[config.mk]
export PLATFORM = sky130hd
export DESIGN_NAME = event_fifo_arbiter
export DESIGN_NICKNAME = d
export VERILOG_FILES = /design/src/rtl/event_fifo_arbiter.sv
export SDC_FILE = /design/constraint.sdc
export NUM_CORES = 1
export LEC_CHECK = 0
export CELL_PAD_IN_SITES_DETAIL_PLACEMENT = 1
export CELL_PAD_IN_SITES_GLOBAL_PLACEMENT = 2
export CORE_MARGIN = 2
export CORE_UTILIZATION = 34
export CTS_CLUSTER_SIZE = 16
export DETAILED_ROUTE_END_ITERATION = 6
export MAX_ROUTING_LAYER = met4
export PLACE_DENSITY = 0.89
export SLEW_MARGIN = 20
export SYNTH_ARGS = -nofsm -noshare
export SYNTH_HDL_FRONTEND = slang
export SYNTH_SLANG_ARGS = --single-unit
[constraint.sdc]
create_clock -name clk -period 10 [get_ports clk]
set_clock_uncertainty 0.1 [all_clocks]
set_input_delay 1 -clock clk [delete_from_list [all_inputs] [get_ports clk]]
set_output_delay 1 -clock clk [all_outputs]
set_load 0.01 [all_outputs]
[src/rtl/event_fifo_arbiter.sv]
`default_nettype none
// ============================================================================
// Module   : event_fifo_arbiter
// Purpose  : Round-robin arbiter sharing one event-FIFO load port among
//            NCHAN transition-capture channels. Each channel owns a one-deep
//            holding register; collisions on an occupied register are
//            counted as drops and flagged per channel.
// Revision : 1.0 - initial release
// ============================================================================
module event_fifo_arbiter #(
  parameter int NCHAN  = 4,
  parameter int DWIDTH = 56
) (
  input  logic                    clk,
  input  logic                    rst,
  input  logic [NCHAN-1:0]        ev_stb,
  input  logic [NCHAN*DWIDTH-1:0] ev_data,
  input  logic                    fifo_full,
  output logic                    fifo_loaden,
  output logic [DWIDTH+7:0]       fifo_datain,
  output logic [NCHAN-1:0]        grant,
  output logic [NCHAN-1:0]        ovf_flags,
  output logic [15:0]             drop_count,
  input  logic                    clr_ovf
);

  // Pointer width; a 2-channel build still needs one bit.
  localparam int PW = (NCHAN > 1) ? $clog2(NCHAN) : 1;
  localparam int FW = DWIDTH + 8;

  // Constants sized to the arithmetic they take part in.
  localparam logic [PW:0]   C_NCHAN_W = (PW+1)'(NCHAN);
  localparam logic [PW-1:0] C_LAST    = PW'(NCHAN - 1);
  localparam logic [15:0]   C_SAT     = 16'hFFFF;

  // --------------------------------------------------------------------------
  // State
  // --------------------------------------------------------------------------
  logic [NCHAN-1:0]  hold_valid_q, hold_valid_d;
  logic [NCHAN-1:0]  ovf_mark_q,   ovf_mark_d;
  logic [NCHAN-1:0]  ovf_flags_q,  ovf_flags_d;
  logic [PW-1:0]     rr_ptr_q,     rr_ptr_d;
  logic [15:0]       drop_count_q, drop_count_d;
  logic [DWIDTH-1:0] hold_data_q [NCHAN];

  // --------------------------------------------------------------------------
  // Combinational helpers
  // --------------------------------------------------------------------------
  logic              w_win_found;
  logic [PW-1:0]     w_win_idx;
  logic              w_loaden;
  logic [NCHAN-1:0]  w_grant;
  logic [NCHAN-1:0]  w_drop;
  logic [NCHAN-1:0]  w_cap;
  logic [7:0]        w_ndrop;
  logic [6:0]        w_chan;
  logic [15:0]       w_cnt_base;
  logic [16:0]       w_cnt_sum;

  // Round-robin search: first valid holding register at or after rr_ptr, wrapping.
  always_comb begin : p_arb
    logic [PW:0] cand;
    w_win_found = 1'b0;
    w_win_idx   = '0;
    cand        = '0;
    for (int i = 0; i < NCHAN; i++) begin
      cand = {1'b0, rr_ptr_q} + (PW+1)'(i);
      if (cand >= C_NCHAN_W) begin
        cand = cand - C_NCHAN_W;
      end
      if (!w_win_found && hold_valid_q[cand[PW-1:0]]) begin
        w_win_found = 1'b1;
        w_win_idx   = cand[PW-1:0];
      end
    end
  end

  // A write happens only when something is pending and the FIFO has room.
  assign w_loaden = w_win_found & ~fifo_full;
  assign w_grant  = w_loaden ? (NCHAN'(1) << w_win_idx) : '0;
  assign w_chan   = 7'(w_win_idx);

  // Per-channel capture / drop decisions. A granted channel is vacated this
  // edge, so a fresh strobe on it refills the register rather than dropping.
  for (genvar k = 0; k < NCHAN; k++) begin : g_chan
    assign w_drop[k]       = ev_stb[k] & hold_valid_q[k] & ~w_grant[k];
    assign w_cap[k]        = ev_stb[k] & ~w_drop[k];
    assign hold_valid_d[k] = w_cap[k] | (hold_valid_q[k] & ~w_grant[k]);
    assign ovf_mark_d[k]   = w_drop[k] | (ovf_mark_q[k] & ~w_grant[k]);
  end

  // Number of channels dropping an event this cycle.
  always_comb begin : p_popcnt
    w_ndrop = '0;
    for (int k = 0; k < NCHAN; k++) begin
      w_ndrop = w_ndrop + 8'(w_drop[k]);
    end
  end

  // Next-state for pointer, sticky flags and saturating drop counter.
  // A clear coinciding with a drop keeps that cycle's drops.
  always_comb begin : p_next
    rr_ptr_d = rr_ptr_q;
    if (w_loaden) begin
      rr_ptr_d = (w_win_idx == C_LAST) ? '0 : (w_win_idx + PW'(1));
    end
    ovf_flags_d  = (clr_ovf ? '0 : ovf_flags_q) | w_drop;
    w_cnt_base   = clr_ovf ? 16'd0 : drop_count_q;
    w_cnt_sum    = {1'b0, w_cnt_base} + 17'(w_ndrop);
    drop_count_d = w_cnt_sum[16] ? C_SAT : w_cnt_sum[15:0];
  end

  // Control state with asynchronous reset; pending events vanish on reset.
  always_ff @(posedge clk or posedge rst) begin
    if (rst) begin
      hold_valid_q <= '0;
      ovf_mark_q   <= '0;
      ovf_flags_q  <= '0;
      rr_ptr_q     <= '0;
      drop_count_q <= '0;
    end else begin
      hold_valid_q <= hold_valid_d;
      ovf_mark_q   <= ovf_mark_d;
      ovf_flags_q  <= ovf_flags_d;
      rr_ptr_q     <= rr_ptr_d;
      drop_count_q <= drop_count_d;
    end
  end

  // Payload registers need no reset: they are only read while hold_valid is set.
  always_ff @(posedge clk) begin
    for (int k = 0; k < NCHAN; k++) begin
      if (w_cap[k]) begin
        hold_data_q[k] <= ev_data[k*DWIDTH +: DWIDTH];
      end
    end
  end

  // --------------------------------------------------------------------------
  // Outputs
  // --------------------------------------------------------------------------
  assign fifo_loaden = w_loaden;
  assign grant       = w_grant;
  assign fifo_datain = w_loaden ? {ovf_mark_q[w_win_idx], w_chan, hold_data_q[w_win_idx]}
                                : {FW{1'b0}};
  assign ovf_flags   = ovf_flags_q;
  assign drop_count  = drop_count_q;

endmodule
`default_nettype wire

==> results of run 1 <==
-- flip-flops by register name, indices dropped and copies added (netlist names) --
register      flops
hold_data_q     224
rr_ptr_q          2
hold_valid_q      4
drop_count       16
ovf_flags         4
ovf_mark_q        4
-- through the flow --
stage               hold slack, ns  total power, uW  area (um^2)  setup slack [ns]
floorplan                    0.362             2430        10400              4.75
global placement             0.364             3140        13800              4.67
detailed placement           0.373             3200        13800              4.54
CTS                          0.386             4180        14600              4.98
global route                 0.406             4330        14600              4.80
finish                       0.385             4110        14600              5.02
-- metal layers --
metal	vias up	wire (um)
li1	3257	-
met1	3673	13500
met2	261	16800
met3	65	2000
met4	0	1160
met5	-	0
-- final timing paths --
| kind | startpoint | slack (ns) | to | cells after the start |
|---|---|---|---|---|
| max reg2reg | hold_valid_q[0] | 5.19 | drop_count[3] | 15 |
| min in group asynchronous | rst | 0.75 | drop_count[12] | 3 |
| max in group asynchronous | rst | 8.76 | ovf_mark_q[3] | 3 |
| max | fifo_full | 5.02 | fifo_datain[11] | 7 |
| min | ovf_flags[3] | 0.39 | ovf_flags[3] | 1 |
| min reg2reg | ovf_flags[3] | 0.39 | ovf_flags[3] | 1 |
-- kinds of logic after synthesis --
logic type               after synthesis  share of synthesized area, %
AO/OA/AOI/OAI                        205                          13.3
XOR/XNOR                              11                         0.931
adder cells (fa/ha/maj)                5                         0.822
buffers and inverters                 64                          3.58
flip-flops                           254                          72.3
multiplexers                           2                         0.193
other                                  1                        0.0362
AND/OR/NAND/NOR                      133                          8.84
-- layout by cell type (no fill, tap or decap), types with 10 or more instances in the layout --
master             n
nor2_1            14
nand2_1           23
nand3_2           40
dfrtp_1           30
nand3_1           23
clkdlybuf4s50_1  315
o21ai_0           62
edfxtp_1         224
clkbuf_1          11
a221o_1           56
a21oi_1           61
clkbuf_16         29
inv_1             10
-- area by class of cell --
cell class              instances  area (um^2)  share of cell area [%]
flip-flops and latches        254         7480                    51.1
repair buffers                322         3210                    21.9
well taps                     390          488                    3.33
multi-input cells             361         2560                    17.5
diodes                          2         5.00                  0.0342
clock buffers                  43          808                    5.52
inverters                      12         45.0                   0.308
clock inverters                10         51.3                   0.350
-- report_power, final --
part | total, uW | internal (uW) | switching [uW]
clock network | 963 | 555 | 408
logic | 1640 | 699 | 941
registers | 1510 | 1420 | 85.8
total | 4110 | 2670 | 1440
-- worst max-delay path: stages --
cell and delay [ns]:
clkdlybuf4s50_1 0.40, a21o_1 0.21, or3_2 0.84, buf_4 0.40
a21oi_1 0.26, a221o_1 0.19, clkdlybuf4s50_1 0.55
==> metrics.cfg, run 1 <==
[synth]
ys_top_cells_by_count = 224 x edfxtp_1, 62 x o21ai_0, 61 x a21oi_1
ys_dominant_reg_cell = edfxtp_1
avgSynthCellArea_um2 = 15.3
yosysMostFrequentCell = edfxtp_1
yosys.area.top_type_share_pct = 65.0
netlist-cell-type-count = 55
ys_warn_count = 0
synth_top_area_cell = edfxtp_1
async_reset_ff_share_pct = 11.8
synth_seq_cells = 254
ys_top_cells_by_area = edfxtp_1 65%, dfrtp_1 7.3%, a221o_1 5.4%
synth-edff-count = 224
yosysSeqAreaShare_pct = 72.3
synthesis.area_um2 = 10300
netlist_instances = 675

[run_status]
outcome = finished, final reports clean

[global_routing]
antenna_found_initial = 2
grt_use_met3_pct = 4.52
met2_usage_pct = 35.9
grt_start_max_net_pins = 63
grt_pass1_vias = 8069
grt_pass1_wl_um = 48900
met1_usage_pct = 25.3
grt.busiest_layer = met2
grt_use_total_pct = 21.2
grt.overflow.total = 0

[clock_network]
cts_tree = yes
clkSinkCount = 254
cts.path.max_buffers = 3
hold_buffers = 0
cts-resized-gates = 0
postCtsSetupRepairBufs = 0
root_buffer = clkbuf_16
cts_max_level = 1
cts_made_buffers = 29
clk_pin_slew_ns = 0.06
clkLatencyLatePin_ns = 0.53

[placed_design]
dp_hpwl_um = 21400
portBuffers = 315
gp_congestion = 0.769
dp_cells = 1339

[critical_path]
critical_path_class = input pin to primary output
arrival_ns = 3.88
critPathLaunchType = input pin
required_ns = 8.90
crit_fanout = 30
cp-end-kind = primary output

[sta]
maxSlewHeadroom_pct = 30.7
layout_worst_path_cycle_share_pct = 49.8
tns_ns = 0
setup_viol = 0
worst_slew_pin_slew_ns = 1.04
min_period_ns = 4.98
max_freq_mhz = 201
slew_viol_final = 0
rsz0062_at_grt = false
hold_viol = 0

[routing]
ant_nets = 0
firstDrtPassIters = 4
drtIter0Drc = 401
drt_wl_total_um = 33400
vias = 7256
wl_per_cell_um = 24.0
drc = 0
vias_per_cell = 5.21

[floorplan]
start_util_pct = 34.7
die_h_um = 178
die-area_um2 = 31800
io_pins = 321
die_w_um = 178
core_um2 = 29800
num_rows = 63

[finish]
fillers = 2978
stdcell_count = 1394
areaGrowthSynthToFinish_pct = 41.5
nNetsFinal = 1217
fin_util_pct = 49.1
drive_gt1_share_pct = 10.6

[pwr]
p_leak_uw = 0.00507
peakVddDrop_uv = 202
power.density_nw_per_um2 = 281

[job]
drv_cap = 0

[min_path]
hold_class = register to register

Power figures use the tool's default switching activity.
==> run 2, diff against run 1 <==
--- a/config.mk
+++ b/config.mk
@@ -8,11 +8,11 @@
 export CELL_PAD_IN_SITES_DETAIL_PLACEMENT = 1
 export CELL_PAD_IN_SITES_GLOBAL_PLACEMENT = 2
 export CORE_MARGIN = 2
-export CORE_UTILIZATION = 34
+export CORE_UTILIZATION = 31
 export CTS_CLUSTER_SIZE = 16
 export DETAILED_ROUTE_END_ITERATION = 6
 export MAX_ROUTING_LAYER = met4
-export PLACE_DENSITY = 0.89
+export PLACE_DENSITY = 0.83
 export SLEW_MARGIN = 20
 export SYNTH_ARGS = -nofsm -noshare
 export SYNTH_HDL_FRONTEND = slang
==> constraint.sdc (replaced) <==
create_clock -name clk -period 5.2 [get_ports clk]
set_clock_uncertainty 0.1 [all_clocks]
set_input_delay 0.52 -clock clk [delete_from_list [all_inputs] [get_ports clk]]
set_output_delay 0.52 -clock clk [all_outputs]
set_load 0.01 [all_outputs]
==> run 2 against run 1 <==
Effect of this change: critical path depth is 8 higher; sequential power is 91% higher; die area is 9.5% higher; final cell count is 3.7% higher; count of clock-buffer cells in the layout is 7 lower; core utilization is 4.0 points lower; global-route usage is 1.9 points lower; worst hold slack worse by 0.11 ns; highest routed layer unchanged; combinational power is 92% higher; sequential share of layout area is 0.42 points lower; routed wire length is 0.97% lower.
==> metrics.cfg, run 2 (synthesis gave the netlist of run 1 again) <==
[run_status]
outcome = finished, final reports clean  ; unchanged

[sta]
worst_slew_pin_slew_ns = 1.05  ; was 1.04 ns
setup_viol = 0  ; unchanged
slew_viol_final = 0  ; unchanged
maxSlewHeadroom_pct = 30.0  ; was 30.7%
layout_worst_path_cycle_share_pct = 82.0
max_freq_mhz = 235
tns_ns = 0  ; unchanged
hold_viol = 0  ; unchanged
rsz0062_at_grt = false  ; unchanged
min_period_ns = 4.26

[critical_path]
critPathLaunchType = register  ; was input pin
path_cells = nor2b_2, nor4b_4, nor2_4, inv_2, ha_1, nand2_1, and3_1, fa_1, inv_1, fa_1, inv_1, fa_1, nand2_1, or4_1, o211ai_1  ; was clkdlybuf4s50_1, a21o_1, or3_2, buf_4, a21oi_1, a221o_1, clkdlybuf4s50_1
cp-end-kind = register  ; was primary output
cp_slowest_cell = or4_1  ; was or3_2
required_ns = 5.55  ; was 8.90 ns
arrival_ns = 4.61  ; was 3.88 ns
crit_fanout = 14  ; was 30
critical_path_class = register to register  ; was input pin to primary output
worst_path_most_repeated_cell = fa_1  ; was clkdlybuf4s50_1
crit_path_max_incr_delay_ns = 0.77  ; was 0.84 ns

[pwr]
p_switching_uw = 2760  ; was 1440 uW
p_clk_share_pct = 24.6  ; was 23.4%
power.density_nw_per_um2 = 542  ; was 281 nW/um^2
combinationalPowerShare_pct = 39.4  ; was 39.9%
p_leak_uw = 0.00510  ; was 0.00507 uW
finalPower_uw = 8000  ; was 4110 uW
pwr-share-seq_pct = 36.0  ; was 36.6%
swShare_pct = 34.5  ; was 34.9%
peakVddDrop_uv = 322  ; was 202 uV
internal-power_uw = 5240  ; was 2670 uW

[clock_network]
postCtsSetupRepairBufs = 0  ; unchanged
cts_made_buffers = 29  ; unchanged
hold_buffers = 0  ; unchanged
cts.path.max_buffers = 3  ; unchanged
root_buffer = clkbuf_16  ; unchanged
cts_tree = yes  ; unchanged
cts_max_level = 1  ; unchanged
cts-resized-gates = 0  ; unchanged
clk_pin_slew_ns = 0.06  ; about the same
clkLatencyLatePin_ns = 0.53  ; about the same
clkSinkCount = 254  ; unchanged

[routing]
vias_per_cell = 4.95  ; was 5.21
vias = 7158  ; was 7256
firstDrtPassIters = 5  ; was 4
drt_wl_total_um = 33100  ; was 33400 um
ant_nets = 0  ; unchanged
drtIter0Drc = 371  ; was 401
drc = 0  ; unchanged
wl_per_cell_um = 22.9  ; was 24.0 um

[finish]
largest_register = hold_data_q  ; unchanged
areaGrowthSynthToFinish_pct = 42.7  ; was 41.5%
layout_common_cells = 315 x clkdlybuf4s50_1, 224 x edfxtp_1, 62 x o21ai_0, 61 x a21oi_1, 56 x a221o_1  ; unchanged
largest_reg_flops = 224  ; unchanged
finalInstanceArea_um2 = 14800  ; was 14600 um^2
stdcell_count = 1446  ; was 1394
drive_gt1_share_pct = 10.5  ; was 10.6%
mostFrequentLayoutCell = clkdlybuf4s50_1  ; unchanged
nNetsFinal = 1217  ; unchanged

[min_path]
hold_class = input pin to async pin  ; was register to register

[placed_design]
placed_cell_area_um2 = 13900  ; was 13800 um^2
portBuffers = 315  ; unchanged
gp_congestion = 0.798  ; was 0.769
dp_cells = 1391  ; was 1339
dp_hpwl_um = 21000  ; was 21400 um

[global_routing]
grt_pass1_vias = 7861  ; was 8069
grt_use_total_pct = 19.3  ; was 21.2%
grt_start_max_net_pins = 62  ; was 63
grt_pass1_wl_um = 49900  ; was 48900 um
grt.overflow.total = 0  ; unchanged
antenna_found_initial = 5  ; was 2

[floorplan]
core_um2 = 32700  ; was 29800 um^2
start_util_pct = 31.6  ; was 34.7%
die_h_um = 187  ; was 178 um
io_pins = 321  ; unchanged
die_w_um = 187  ; was 178 um
num_rows = 66  ; was 63
die-area_um2 = 34900  ; was 31800 um^2

[job]
drv_cap = 0  ; unchanged

-- run 2: cell types whose count changed in the layout (fill, tap and decap cells not counted), sizes merged --
cell	before	now
clkinvlp	2	1
diode	2	5
clkinv	8	9
clkbuf	43	36
bufinv	0	3
inv	12	13
-- run 2: final cells by class --
type	instances	area (um^2)
Tap cell	442	553
Clock buffer	36	752
Multi-Input combinational cell	361	2560
Timing Repair Buffer	322	3220
Antenna cell	5	12.5
Sequential cell	254	7480
Clock inverter	14	145
Fill cell	3361	17900
Inverter	12	45.0
-- run 2: worst max-delay path, delay by kind of cell, from the launching register on --
family	cells	cell delay [ns]
AOI/OAI and AO/OA	1	0.19
buffers and inverters	3	0.23
adders and majority gates	4	1.31
DFF	1	0.48
and+or+nand+nor	7	1.87
-- run 2: final timing paths --
| kind | startpoint | cells past startpoint | end | slack, ns |
|---|---|---|---|---|
| setup / recovery | hold_valid_q[2] | 15 | drop_count[3] | 0.94 |
| hold / removal | rst | 3 | hold_valid_q[2] | 0.27 |
| setup reg to reg | hold_valid_q[2] | 15 | drop_count[3] | 0.94 |
| hold reg to reg | ovf_flags[3] | 1 | ovf_flags[3] | 0.39 |
| max in group asynchronous | rst | 3 | drop_count[4] | 4.43 |
| min in group clk | ovf_flags[3] | 1 | ovf_flags[3] | 0.39 |
-- run 2: through the flow --
| step | utilization (%) | hold WS, ns | setup WS [ns] |
|---|---|---|---|
| after detailed placement | 42.4 | 0.377 | 0.965 |
| final | 45.1 | 0.273 | 0.938 |
| after global routing | 45.1 | 0.316 | 0.622 |
| after global placement | 42.4 | 0.372 | 1.07 |
| after floorplan | - | 0.362 | 0.381 |
| after CTS | 45.1 | 0.269 | 0.936 |
-- run 2: power groups by stage --
stage	logic [uW]	registers, uW	clock network, uW
global placement	3140	2900	0
CTS	3220	2890	2020
global route	3410	2920	2100
floorplan	1770	2900	0
finish	3150	2880	1970
detailed placement	3200	2930	0
-- run 2: layer usage --
metal  routed length, um  share of wire [%]  vias to the layer above  global-route usage (%)
met5                   0                  0                        -                       -
met2               16700                 51                      237                    32.7
li1                    -                  -                     3250                       -
met4                 646                2.0                        0                    4.79
met1               13600                 41                     3628                    23.2
met3                2150                6.5                       43                    4.55
==> run 3, diff against run 2 <==
==> constraint.sdc (replaced) <==
create_clock -name clk -period 4.2 [get_ports clk]
set_clock_uncertainty 0.1 [all_clocks]
set_input_delay 0.42 -clock clk [delete_from_list [all_inputs] [get_ports clk]]
set_output_delay 0.42 -clock clk [all_outputs]
set_load 0.01 [all_outputs]
==> run 3 against run 2 <==
Effect of this change: first-iteration DRC count is 1.1% lower; highest routed layer unchanged; via count is 0.98% higher; sequential share of layout area is 0.23 points lower; global-route usage is 0.15 points lower; critical endpoint is now fifo_datain[24]; register-to-register slack worse by 0.69 ns; sequential cell count stayed put; critical path depth is 8 lower; largest power group unchanged; worst hold slack worse by 0.10 ns; critical path type is now register to primary output; die area stayed put; count of clock-buffer cells in the layout is 1 lower; final cell count is 1.2% higher.
==> metrics.cfg, run 3 (synthesis gave the netlist of run 1 again) <==
[critical_path]
crit_fanout = 47  ; was 14
arrival_ns = 3.48  ; was 4.61 ns
critPathLaunchType = register  ; unchanged
critical_path_class = register to primary output  ; was register to register
cp-end-kind = primary output  ; was register
required_ns = 3.68  ; was 5.55 ns

[routing]
firstDrtPassIters = 6  ; was 5
vias = 7228  ; was 7158
drt_wl_total_um = 33000  ; was 33100 um
drc = 0  ; unchanged
drtIter0Drc = 367  ; was 371
wl_per_cell_um = 22.5  ; was 22.9 um
ant_nets = 0  ; unchanged
vias_per_cell = 4.94  ; was 4.95

[placed_design]
gp_congestion = 0.807  ; was 0.798
portBuffers = 315  ; unchanged
dp_cells = 1402  ; was 1391
dp_hpwl_um = 21600  ; was 21000 um

[finish]
fillers = 3337  ; was 3361
seq_area_um2 = 7480  ; about the same
mostFrequentLayoutCell = clkdlybuf4s50_1  ; unchanged
layout_common_cells = 315 x clkdlybuf4s50_1, 224 x edfxtp_1, 62 x o21ai_0, 61 x a21oi_1, 56 x a221o_1  ; unchanged
fin_util_pct = 45.4  ; was 45.1%
drive_gt1_share_pct = 13.1  ; was 10.5%
nNetsFinal = 1235  ; was 1217
largest_register = hold_data_q  ; unchanged
stdcell_count = 1463  ; was 1446
multi_input_area_um2 = 2580  ; was 2560 um^2
largest_reg_flops = 224  ; unchanged
areaGrowthSynthToFinish_pct = 43.4  ; was 42.7%

[global_routing]
met2_usage_pct = 31.8  ; was 32.7%
grt_pass1_vias = 8004  ; was 7861
grt_use_total_pct = 19.1  ; was 19.3%
grt_start_max_net_pins = 62  ; unchanged
grt_use_met3_pct = 4.33  ; was 4.55%
antenna_found_initial = 2  ; was 5
met1_usage_pct = 23.4  ; was 23.2%
grt.overflow.total = 0  ; unchanged
grt.busiest_layer = met2  ; unchanged
grt_pass1_wl_um = 49900  ; about the same

[floorplan]
num_rows = 66  ; unchanged
io_pins = 321  ; unchanged
die_w_um = 187  ; unchanged
start_util_pct = 31.6  ; unchanged
die_h_um = 187  ; unchanged
die-area_um2 = 34900  ; unchanged
core_um2 = 32700  ; unchanged

[sta]
worst_slew_pin_slew_ns = 0.963  ; was 1.05 ns
max_freq_mhz = 250
rsz0062_at_grt = false  ; unchanged
min_period_ns = 4.00
hold_viol = 0  ; unchanged
setup_viol = 0  ; unchanged
slew_viol_final = 0  ; unchanged
layout_worst_path_cycle_share_pct = 95.2
maxSlewHeadroom_pct = 35.8  ; was 30.0%

[run_status]
outcome = finished, final reports clean  ; unchanged

[clock_network]
hold_buffers = 0  ; unchanged
clkSinkCount = 254  ; unchanged
clkLatencyLatePin_ns = 0.54  ; was 0.53 ns
cts_max_level = 1  ; unchanged
root_buffer = clkbuf_16  ; unchanged
cts_made_buffers = 29  ; unchanged
cts_tree = yes  ; unchanged
cts.path.max_buffers = 3  ; unchanged
clk_pin_slew_ns = 0.06  ; about the same

[pwr]
p_leak_uw = 0.00515  ; was 0.00510 uW
peakVddDrop_uv = 386  ; was 322 uV
power.density_nw_per_um2 = 661  ; was 542 nW/um^2

[job]
drv_cap = 0  ; unchanged

[min_path]
hold_class = input pin to async pin  ; unchanged

-- run 3: cell count changes in the layout (fill, tap and decap cells not counted), sizes merged --
cell,before,now
diode,5,4
buf,7,25
clkbuf,36,35
clkinv,9,14
bufinv,3,0
inv,13,12
-- run 3: area by class of cell --
type / count / share of cell area [%]
Clock buffer: 35 / 5.04
Multi-Input combinational cell: 361 / 17.4
Timing Repair Buffer: 340 / 22.6
Clock inverter: 15 / 0.455
Sequential cell: 254 / 50.4
Antenna cell: 4 / 0.0675
Tap cell: 442 / 3.73
Inverter: 12 / 0.304
-- run 3: routing by layer --
layer	share of wire, %	vias up
li1	-	3295
met1	42	3622
met2	49	255
met3	6.4	56
met4	2.7	0
met5	0	-
-- run 3: path summary, 6_finish.rpt --
path                            startpoint                end  slack [ns]  cells after the start
min                                    rst      ovf_mark_q[2]        0.17                      3
max                        hold_valid_q[3]    fifo_datain[24]        0.20                      7
max in group asynchronous              rst    hold_valid_q[3]        3.51                      3
min reg2reg                   ovf_flags[0]       ovf_flags[0]        0.39                      1
max reg2reg                hold_valid_q[1]      drop_count[3]        0.25                     15
min in group clk                ev_data[2]  hold_data_q[0][2]        0.33                      1
-- run 3: timing repair --
action                                  4_1_cts  5_1_grt
endpoints found under the setup margin       11       22
resized for setup                             1       11
pin swaps                                     0        5
setup buffers                                 0        7
-- run 3: metrics by stage --
step                TNS (ns)  instance area, um^2  setup slack (ns)  total power, uW  hold WS, ns
finish                     0                14800             0.200             9800        0.171
global route               0                14800            0.0161            10300        0.204
CTS                        0                14800            0.0679             9880        0.187
detailed placement    -0.138                13900           -0.0416             7630        0.378
global placement           0                13900             0.136             7510        0.378
floorplan                  0                10400             0.204             5770        0.362
-- run 3: critical path, cell delays in order, from the launching register on --
cell	delay, ns
dfrtp_2	0.46
nor2_2	0.31
or4_4	0.75
buf_4	0.30
nand3_2	0.08
a21oi_1	0.26
a221o_1	0.17
clkdlybuf4s50_1	0.54
-- run 3: power by group --
part,switching (uW),leakage (uW),internal (uW)
clock,986,0.000401,1250
combinational,2240,0.00233,1760
sequential,196,0.00241,3370
==> RTL edit, RTL diff (flow settings as in run 2) <==
Make the reset (`rst`) synchronous in one clocked block. Comments in the files are not updated.
--- a/src/rtl/event_fifo_arbiter.sv
+++ b/src/rtl/event_fifo_arbiter.sv
@@ -112,5 +112,5 @@
 
   // Control state with asynchronous reset; pending events vanish on reset.
-  always_ff @(posedge clk or posedge rst) begin
+  always_ff @(posedge clk) begin
     if (rst) begin
       hold_valid_q <= '0;
Function: differs if rst is asserted again (counterexample within 4 cycles, from zero or initial values and one cycle with rst high); with rst held inactive, the same outputs for 4 cycles.
==> RTL edit against run 2 <==
Non-clock buffer count up 2. Sequential cell count unchanged. Die area down 2.9%. Critical endpoint is now drop_count[12]. Wire length up 0.67%. Highest routed layer unchanged. Area after synthesis down 3.0%. Synthesized cell count up 2.7%. Cell area down 2.1%. Worst setup slack worse by 0.48 ns.
Power is not compared: it rests on default switching activity, and its combinational part moved more than twofold at a synthesized area within 25%.
==> RTL edit: results (changes against run 2) <==
- Number of nets at the end of the flow: 1,235 (+1.5%)
- Placer congestion estimate: 0.7573 (-5.1%)
- Worst-path maximum fanout: 9 (-5)
- Maximum number of pins on one net before global-route repair: 60 (-3.2%)
- Sequential fraction of the synthesis area: 72.97% (+0.71 points)
- Share of cell area taken by muxes after synthesis: 0.1994% (+0.0059 points)
- Slowest-stage cell, CP: sky130_fd_sc_hd__nor4b_2
- Result of the run: finished, final reports clean
- Total routed wirelength: 33,300 um (+0.67%)
- Post-synthesis async set-or-reset flop share: 0% (-12 points)
- Leading cell types by total area after synthesis: sky130_fd_sc_hd__edfxtp_1 (67%), sky130_fd_sc_hd__dfxtp_1 (6.0%), sky130_fd_sc_hd__a221o_1 (5.6%)
- Wire length of the first global-routing pass: 49,240 um (-1.3%)
- Average via count per standard cell: 5.060 (+2.2%)
- Standard cell core area: 31,720 um2 (-3.0%)
- Number of detailed-route iterations in the first pass: 4 (-1)
- Count of unique library cells instantiated by Yosys: 53 (-3.6%)
- Avg Cell Area, Syn: 14.49 um2 (-5.5%)
- Critical Path AT: 5.11 ns (+0.50 ns)
- FILL cells: 3,215 (-4.3%)
- XOR/XNOR Fraction of Synth Area: 0.9595% (+0.028 points)
- Ratio of cells with drive above 1 in the final layout: 6.778% (-3.7 points)
- Delay of the slowest cell on the worst path: 0.52 ns (-0.25 ns)
- Synth Area in Adders: 0.8474% (+0.025 points)
- Final non-filler cell total: 1,425 (-1.5%)
- Worst slack at placement: 0.3551 ns (-0.6096 ns)
- Estimated wirelength of the detail-placed design: 21,650 um (+3.3%)
[RTL edit: cell count changes after synthesis, sizes merged, moves of 6 or more]
| cell | delta |
|---|---|
| a21oi | +13 |
| dfrtp | -30 |
| dfxtp | +30 |
| nand2 | -14 |
| nand2b | +6 |
| nor2 | +6 |
[RTL edit: metal layers]
layer	global-route usage [%]	vias up	share of wire, %
met3	5.111	52	6.4
met2	33.74	238	51
met5	-	-	0
met1	23.86	3600	40
met4	5.440	0	2.5
li1	-	3320	-
[RTL edit: cell type report]
cell class / count / area share [%]
Clock buffer: 36 / 5.200
Tap cell: 402 / 3.478
Antenna cell: 5 / 0.08652
Multi-Input combinational cell: 377 / 16.91
Clock inverter: 15 / 0.9344
Inverter: 12 / 0.3115
Sequential cell: 254 / 50.67
Timing Repair Buffer: 324 / 22.41
[RTL edit: power by group through the flow]
stage                     logic [mW]  clock network, mW  registers (mW)
after floorplan                0.385                  0            2.45
after global placement         0.873                  0            2.45
after detailed placement       0.892                  0            2.46
after CTS                      0.897               2.01            2.42
after global routing           0.947               2.07            2.43
final                          0.878               1.95            2.42
[RTL edit: worst paths after layout]
path                                       from        endpoint  slack (ns)  depth (start not counted)
worst max register to register  hold_valid_q[3]  drop_count[12]        0.46                         18
worst min register to register     ovf_flags[2]    ovf_flags[2]        0.38                          2
worst min-delay path                        rst   drop_count[3]        0.35                          2
worst max-delay path            hold_valid_q[3]  drop_count[12]        0.46                         18
